**config.mk**
```make
export PLATFORM = sky130hd
export DESIGN_NAME = modred_dispatcher_flat
export DESIGN_NICKNAME = d
export VERILOG_FILES = /design/src/rtl/modred_pkg.sv /design/src/rtl/modred_dispatcher_if.sv /design/src/rtl/modred_bitlen.sv /design/src/rtl/modred_dispatcher.sv /design/src/flat_wrapper.sv
export SDC_FILE = /design/constraint.sdc
export NUM_CORES = 1
export LEC_CHECK = 0
export BUFFER_PORTS_ARGS = -buffer_cell sky130_fd_sc_hd__buf_2
export CORE_MARGIN = 5
export CORE_UTILIZATION = 35
export CTS_CLUSTER_SIZE = 12
export DETAILED_ROUTE_END_ITERATION = 8
export HOLD_SLACK_MARGIN = 0.06
export RECOVER_POWER = 25
export SYNTH_ARGS = -nofsm -noshare
export SYNTH_HDL_FRONTEND = slang
export SYNTH_SLANG_ARGS = --single-unit
```
**constraint.sdc**
```tcl
create_clock -name clk_i -period 4.05 [get_ports clk_i]
set_input_delay 0.2025 -clock clk_i [delete_from_list [all_inputs] [get_ports clk_i]]
set_output_delay 0.2025 -clock clk_i [all_outputs]
set_load 0.005 [all_outputs]
```
**src/rtl/modred_pkg.sv**
```systemverilog
// Shared types and defaults for the modular-reduction dispatcher slice.
package modred_pkg;

    localparam int unsigned DEF_WIDTH       = 64;
    localparam int unsigned DEF_TIMEOUT_CYC = 1024;

    typedef enum logic [1:0] {
        IDLE  = 2'd0,
        ISSUE = 2'd1,
        WAIT  = 2'd2,
        OUT   = 2'd3
    } state_e;

endpackage

```
**src/rtl/modred_dispatcher_if.sv**
```systemverilog
// Link between the dispatcher (master) and the serial modular reducer (slave).
interface modred_dispatcher_if #(
    parameter int unsigned WIDTH = modred_pkg::DEF_WIDTH
);

    logic             start;
    logic [WIDTH-1:0] x;
    logic [WIDTH-1:0] m;
    logic [WIDTH-1:0] m_bl;
    logic             valid;
    logic [WIDTH-1:0] result;

    modport master (output start, x, m, m_bl, input valid, result);
    modport slave  (input start, x, m, m_bl, output valid, result);

endinterface

```
**src/rtl/modred_bitlen.sv**
```systemverilog
// Combinational ceil(log2(m)): bit length of m-1, forced to 0 for m<=1.
module modred_bitlen #(
    parameter int unsigned WIDTH = modred_pkg::DEF_WIDTH
) (
    input  logic [WIDTH-1:0] m,
    output logic [WIDTH-1:0] bl_c
);

    logic [WIDTH-1:0] m_dec;

    always_comb begin
        m_dec = m - WIDTH'(1);
        bl_c  = '0;
        if (m != '0) begin
            for (int unsigned i = 0; i < WIDTH; i++) begin
                if (m_dec[i]) bl_c = WIDTH'(i + 1);
            end
        end
    end

endmodule

```
**src/rtl/modred_dispatcher.sv**
```systemverilog
// Initiator for the serial modular reducer: operand stream in, tagged result stream out,
// one job in flight, with a bounded wait on the reducer.
module modred_dispatcher
    import modred_pkg::*;
#(
    parameter int unsigned WIDTH       = DEF_WIDTH,
    parameter int unsigned TIMEOUT_CYC = DEF_TIMEOUT_CYC
) (
    input  logic                 clk_i,
    input  logic                 rst_ni,
    input  logic                 cfg_load_i,
    input  logic [WIDTH-1:0]     cfg_m_i,
    output logic                 cfg_ok_o,
    input  logic                 in_valid_i,
    output logic                 in_ready_o,
    input  logic [WIDTH-1:0]     in_x_i,
    modred_dispatcher_if.master  red,
    output logic                 out_valid_o,
    input  logic                 out_ready_i,
    output logic [WIDTH-1:0]     out_result_o,
    output logic [WIDTH-1:0]     out_x_o,
    output logic                 out_err_o,
    output logic                 busy_o
);

    localparam int unsigned CNT_W = (TIMEOUT_CYC > 1) ? $clog2(TIMEOUT_CYC) : 1;

    state_e           state_q;
    logic [WIDTH-1:0] m_q;
    logic [WIDTH-1:0] m_bl_q;
    logic             cfg_ok_q;
    logic             cfg_pend_q;
    logic [WIDTH-1:0] x_q;
    logic             start_q;
    logic [CNT_W-1:0] cnt_q;
    logic             out_valid_q;
    logic [WIDTH-1:0] out_result_q;
    logic [WIDTH-1:0] out_x_q;
    logic             out_err_q;
    logic [WIDTH-1:0] bl_c;
    logic             accept_c;

    modred_bitlen #(.WIDTH(WIDTH)) u_bitlen (
        .m    (m_q),
        .bl_c (bl_c)
    );

    assign in_ready_o = (state_q == IDLE) && cfg_ok_q && !cfg_load_i;
    assign accept_c   = in_valid_i && in_ready_o;

    // Job FSM; the modulus and its bit length are only written while IDLE, so the
    // reducer sees a stable x/m/m_bl for the whole job.
    always_ff @(posedge clk_i or negedge rst_ni) begin
        if (!rst_ni) begin
            state_q      <= IDLE;
            m_q          <= '0;
            m_bl_q       <= '0;
            cfg_ok_q     <= 1'b0;
            cfg_pend_q   <= 1'b0;
            x_q          <= '0;
            start_q      <= 1'b0;
            cnt_q        <= '0;
            out_valid_q  <= 1'b0;
            out_result_q <= '0;
            out_x_q      <= '0;
            out_err_q    <= 1'b0;
        end else begin
            cfg_pend_q <= 1'b0;
            if (cfg_pend_q) begin
                m_bl_q   <= bl_c;
                cfg_ok_q <= (m_q != '0);
            end
            case (state_q)
                IDLE: begin
                    if (cfg_load_i) begin
                        m_q        <= cfg_m_i;
                        cfg_ok_q   <= 1'b0;
                        cfg_pend_q <= 1'b1;
                    end else if (accept_c) begin
                        x_q <= in_x_i;
                        if (in_x_i == '0) begin
                            out_valid_q  <= 1'b1;
                            out_result_q <= '0;
                            out_x_q      <= '0;
                            out_err_q    <= 1'b0;
                            state_q      <= OUT;
                        end else begin
                            start_q <= 1'b1;
                            state_q <= ISSUE;
                        end
                    end
                end
                ISSUE: begin
                    start_q <= 1'b0;
                    cnt_q   <= '0;
                    state_q <= WAIT;
                end
                WAIT: begin
                    if (red.valid) begin
                        out_valid_q  <= 1'b1;
                        out_result_q <= red.result;
                        out_x_q      <= x_q;
                        out_err_q    <= 1'b0;
                        state_q      <= OUT;
                    end else if (cnt_q == CNT_W'(TIMEOUT_CYC - 1)) begin
                        out_valid_q  <= 1'b1;
                        out_result_q <= '0;
                        out_x_q      <= x_q;
                        out_err_q    <= 1'b1;
                        state_q      <= OUT;
                    end else begin
                        cnt_q <= cnt_q + CNT_W'(1);
                    end
                end
                OUT: begin
                    if (out_ready_i) begin
                        out_valid_q <= 1'b0;
                        state_q     <= IDLE;
                    end
                end
                default: state_q <= IDLE;
            endcase
        end
    end

    assign red.start    = start_q;
    assign red.x        = x_q;
    assign red.m        = m_q;
    assign red.m_bl     = m_bl_q;
    assign cfg_ok_o     = cfg_ok_q;
    assign out_valid_o  = out_valid_q;
    assign out_result_o = out_result_q;
    assign out_x_o      = out_x_q;
    assign out_err_o    = out_err_q;
    assign busy_o       = (state_q != IDLE);

endmodule

```
**src/flat_wrapper.sv**
```systemverilog
// flat-port wrapper written by rule: the top's interface ports become plain ports
module modred_dispatcher_flat import modred_pkg::*;
#(
    parameter int unsigned WIDTH       = DEF_WIDTH,
    parameter int unsigned TIMEOUT_CYC = DEF_TIMEOUT_CYC
)
  (clk_i, rst_ni, cfg_load_i, cfg_m_i, cfg_ok_o, in_valid_i, in_ready_o, in_x_i, out_valid_o, out_ready_i, out_result_o, out_x_o, out_err_o, busy_o, red_start, red_x, red_m, red_m_bl, red_valid, red_result);
  modred_dispatcher_if #(.WIDTH(WIDTH)) red_i ();
  input  logic clk_i;
  input  logic rst_ni;
  input  logic cfg_load_i;
  input  logic [WIDTH-1:0] cfg_m_i;
  output logic cfg_ok_o;
  input  logic in_valid_i;
  output logic in_ready_o;
  input  logic [WIDTH-1:0] in_x_i;
  output logic out_valid_o;
  input  logic out_ready_i;
  output logic [WIDTH-1:0] out_result_o;
  output logic [WIDTH-1:0] out_x_o;
  output logic out_err_o;
  output logic busy_o;
  output wire logic [$bits(red_i.start)-1:0] red_start;
  output wire logic [$bits(red_i.x)-1:0] red_x;
  output wire logic [$bits(red_i.m)-1:0] red_m;
  output wire logic [$bits(red_i.m_bl)-1:0] red_m_bl;
  input wire logic [$bits(red_i.valid)-1:0] red_valid;
  input wire logic [$bits(red_i.result)-1:0] red_result;
  assign red_start = red_i.start;
  assign red_x = red_i.x;
  assign red_m = red_i.m;
  assign red_m_bl = red_i.m_bl;
  assign red_i.valid = red_valid;
  assign red_i.result = red_result;
  modred_dispatcher #(.WIDTH(WIDTH), .TIMEOUT_CYC(TIMEOUT_CYC)) u_core (.clk_i(clk_i), .rst_ni(rst_ni), .cfg_load_i(cfg_load_i), .cfg_m_i(cfg_m_i), .cfg_ok_o(cfg_ok_o), .in_valid_i(in_valid_i), .in_ready_o(in_ready_o), .in_x_i(in_x_i), .red(red_i), .out_valid_o(out_valid_o), .out_ready_i(out_ready_i), .out_result_o(out_result_o), .out_x_o(out_x_o), .out_err_o(out_err_o), .busy_o(busy_o));
endmodule
```
==> impl_metrics.ini <==
[logic_synthesis]
syn_area_um2 = 14500
synth_top_area_cell = dfrtp_1
synthArstFlopShare_pct = 100
ys_seq_area_share_pct = 48.2
synth_edf_count = 0
synth_area_leaders = dfrtp_1, mux2_2, nand2_1, a22o_1, o21ai_0
ys_seq_elements = 280
synth.distinct_cells = 90
yosysTopAreaCellShare_pct = 48.2
ys.flop_type = dfrtp_1
synthCells = 1441
yosysWarnings = 0
syn_avg_cell_area_um2 = 10.1

[cts]
ctsResizeCount = 0
clk_pin_slew_ns = 0.06
cts_sinks = 280
cts_made_buffers = 34
htreeDepth = 2
cts_tree = built
clk_latency_ns = 0.55
cts_root_buf = clkbuf_16
cts_buffer_depth = 3

[sta]
fin_ws_ns = 0.137
rsz0062_at_grt = yes
fin_tns_setup_ns = 0
fin_worst_skew_ns = 0.0251
period_share_pct = 96.6
setup_viol = 0
period_needed_ns = 3.91
clock.fmax_ghz = 0.256
hold_viol = 0
maxSlewViolCount = 58
worst_pin_slew_ns = 3.00
holdWs_ns = 0.197
relSlewSlack_pct = -99.9

[die]
dieArea_um2 = 45700
ios = 524
die_w_um = 214
dieHeight_um = 214
core-area_um2 = 41000
initial_core_util_pct = 35.5
rows = 74

[grt]
grt_pass1_wl_um = 80800
grt_max_degree = 194
grtUsageTotal_pct = 22.3
overflow = 0
first_global_vias = 14100
antenna_found_initial = 2

[power]
design_power_total_mw = 13.9
max-vdd-ir-drop_mv = 0.406
leakagePower_nw = 9.07
cellPowerDensity_nw_per_um2 = 681

[setup_path]
cp_max_fo = 10
start_kind = flop
crit_slowest_cell = or4_1
worst_ep_arrival_time_ns = 4.38
worstSetupPathType = flop to flop
max_stage_delay_ns = 0.75
crit_chain = or4_1, nor4_4, nand3_4, o21a_1, or3_4, nand3b_1, a311oi_1, o211ai_1, nand3_1
path_buf_inv = 0
cp.required_ns = 4.52
crit_family = simple AND/OR/NAND/NOR gates
end_kind = flop

[routing]
ant_nets = 0
firstDrtPassIters = 5
initialDrtViolationCount = 965
via_per_inst = 5.28
vias = 14000
wirelength_um = 53000
wl_per_cell_um = 20.0
drcViolationCount = 0

[place]
place.gp.congestion = 0.955
dpl_cell_area_um2 = 17400
io_buffers = 466
place_hpwl_um = 38500
dp_worst_setup_slack_ns = 0.302

[final_layout]
drive_above_1_share_pct = 30.7
nets = 2301
area_growth_pct = 40.1
final_area_um2 = 20400

[status]
failed_checks = max-capacitance violations, max-slew violations
status = finished, violations left

[min_path]
min_path_type = input pin to flop

[job]
cap_violations = 1
-- cell families after synthesis --
family / count (synthesis) / synth area share, %
other: 1 / 0.0258
flip-flops: 280 / 48.2
adder cells (fa/ha/maj): 7 / 0.602
multiplexers: 121 / 9.33
XOR/XNOR: 26 / 1.57
AND/OR/NAND/NOR: 491 / 18.0
AO/OA/AOI/OAI: 339 / 16.0
buffers and inverters: 176 / 6.31
-- synthesized netlist by cell type, types with 14 or more instances --
master and number:
a21oi_1 35, a22o_1 67, buf_4 58, clkbuf_1 75
dfrtp_1 280, inv_1 21, mux2_2 117, nand2_1 185
nand2b_1 20, nand3_1 26, nand4_1 25, nor2_1 55
nor3_1 37, nor4_1 43, o21ai_0 116, xnor2_1 14
-- worst reg2reg max path, stage by stage (launching register included) --
cell	delay [ns]
dfrtp_1	0.49
or4_1	0.76
nor4_4	0.57
nand3_4	0.24
o21a_1	0.24
or3_4	0.37
nand3b_1	0.27
a311oi_1	0.62
o211ai_1	0.18
nand3_1	0.12
-- through the flow --
| step | instances | utilization, % |
|---|---|---|
| 2_1_floorplan | 1497 | - |
| 3_3_place_gp | 2393 | 42.4 |
| 3_5_place_dp | 2393 | 42.4 |
| 4_1_cts | 2645 | 49.9 |
| 5_1_grt | 2651 | 49.7 |
| 6_report | 2652 | 49.7 |
-- metal layers --
layer / up-vias / part of all wire, % / wire [um] / track usage, %
met4: 0 / 4.6 / 2450 / 10.3
met3: 127 / 8.7 / 4620 / 6.55
met2: 596 / 47 / 24800 / 35.5
met1: 6787 / 40 / 21100 / 28.1
li1: 6493 / - / - / -
met5: - / 0 / 0 / 0
-- flip-flops by register name, summed over array words and instances (netlist names) --
name and cells:
u_core.red.x 64, u_core.state_q 2, u_core.out_valid_o 1, u_core.red.m_bl 7
u_core.cfg_ok_o 1, u_core.out_err_o 1, u_core.cfg_pend_q 1, u_core.out_x_o 64
u_core.red.m 64, u_core.cnt_q 10, u_core.red.start 1, u_core.out_result_o 64
-- cells in the final DEF (no fill, tap or decap), drive strengths merged, types with 11 or more instances in the layout --
| master | synthesis | final |
|---|---|---|
| or3 | 15 | 15 |
| dfrtp | 280 | 280 |
| or4 | 14 | 14 |
| a211oi | 11 | 11 |
| xnor2 | 14 | 14 |
| o21ai | 118 | 118 |
| a22o | 67 | 67 |
| inv | 21 | 23 |
| clkbuf | 77 | 125 |
| a31oi | 11 | 11 |
| nor4 | 52 | 52 |
| conb | 1 | 57 |
| nor3 | 38 | 38 |
| dlygate4sd3 | 0 | 194 |
| a21oi | 35 | 35 |
| nand2b | 21 | 21 |
| nand2 | 185 | 185 |
| nor2 | 55 | 55 |
| buf | 78 | 443 |
| mux2 | 117 | 117 |
| xor2 | 12 | 12 |
| nand3 | 28 | 28 |
| nand4 | 26 | 26 |
-- area by class of cell --
type,instances,area (um2)
well taps,532,666
fillers,3818,20600
clock buffers,45,952
flip-flops and latches,280,7010
repair buffers,718,4660
clock inverters,13,164
multi-input cells,1041,6850
diodes,2,5.00
inverters,21,78.8
-- report_power, final --
group	internal (mW)	total [mW]	switching [mW]
registers	3.83	5.03	1.20
clock network	1.80	3.06	1.26
logic	2.62	5.78	3.16
-- worst paths after layout --
path	startpoint	to	slack, ns	depth (start not counted)
max	u_core.red.m[12]$_DFFE_PN0P_	u_core.red.m_bl[0]$_DFFE_PN0P_	0.14	9
min	out_ready_i	u_core.out_valid_o$_DFFE_PN0P_	0.20	4
max reg2reg	u_core.red.m[12]$_DFFE_PN0P_	u_core.red.m_bl[0]$_DFFE_PN0P_	0.14	9
min reg2reg	u_core.out_result_o[9]$_DFFE_PN0P_	u_core.out_result_o[9]$_DFFE_PN0P_	0.48	2
max in group asynchronous	rst_ni	u_core.out_x_o[37]$_DFFE_PN0P_	0.95	3
min in group asynchronous	rst_ni	u_core.red.m[28]$_DFFE_PN0P_	1.39	2
-- timing repair --
| action | in CTS | in global routing |
|---|---|---|
| hold buffers | 194 | 0 |
| buffers inserted | 0 | 5 |
| endpoints found under the hold margin | 250 | 0 |
| endpoints found under the setup margin | 0 | 2 |
Power figures use the tool's default switching activity.
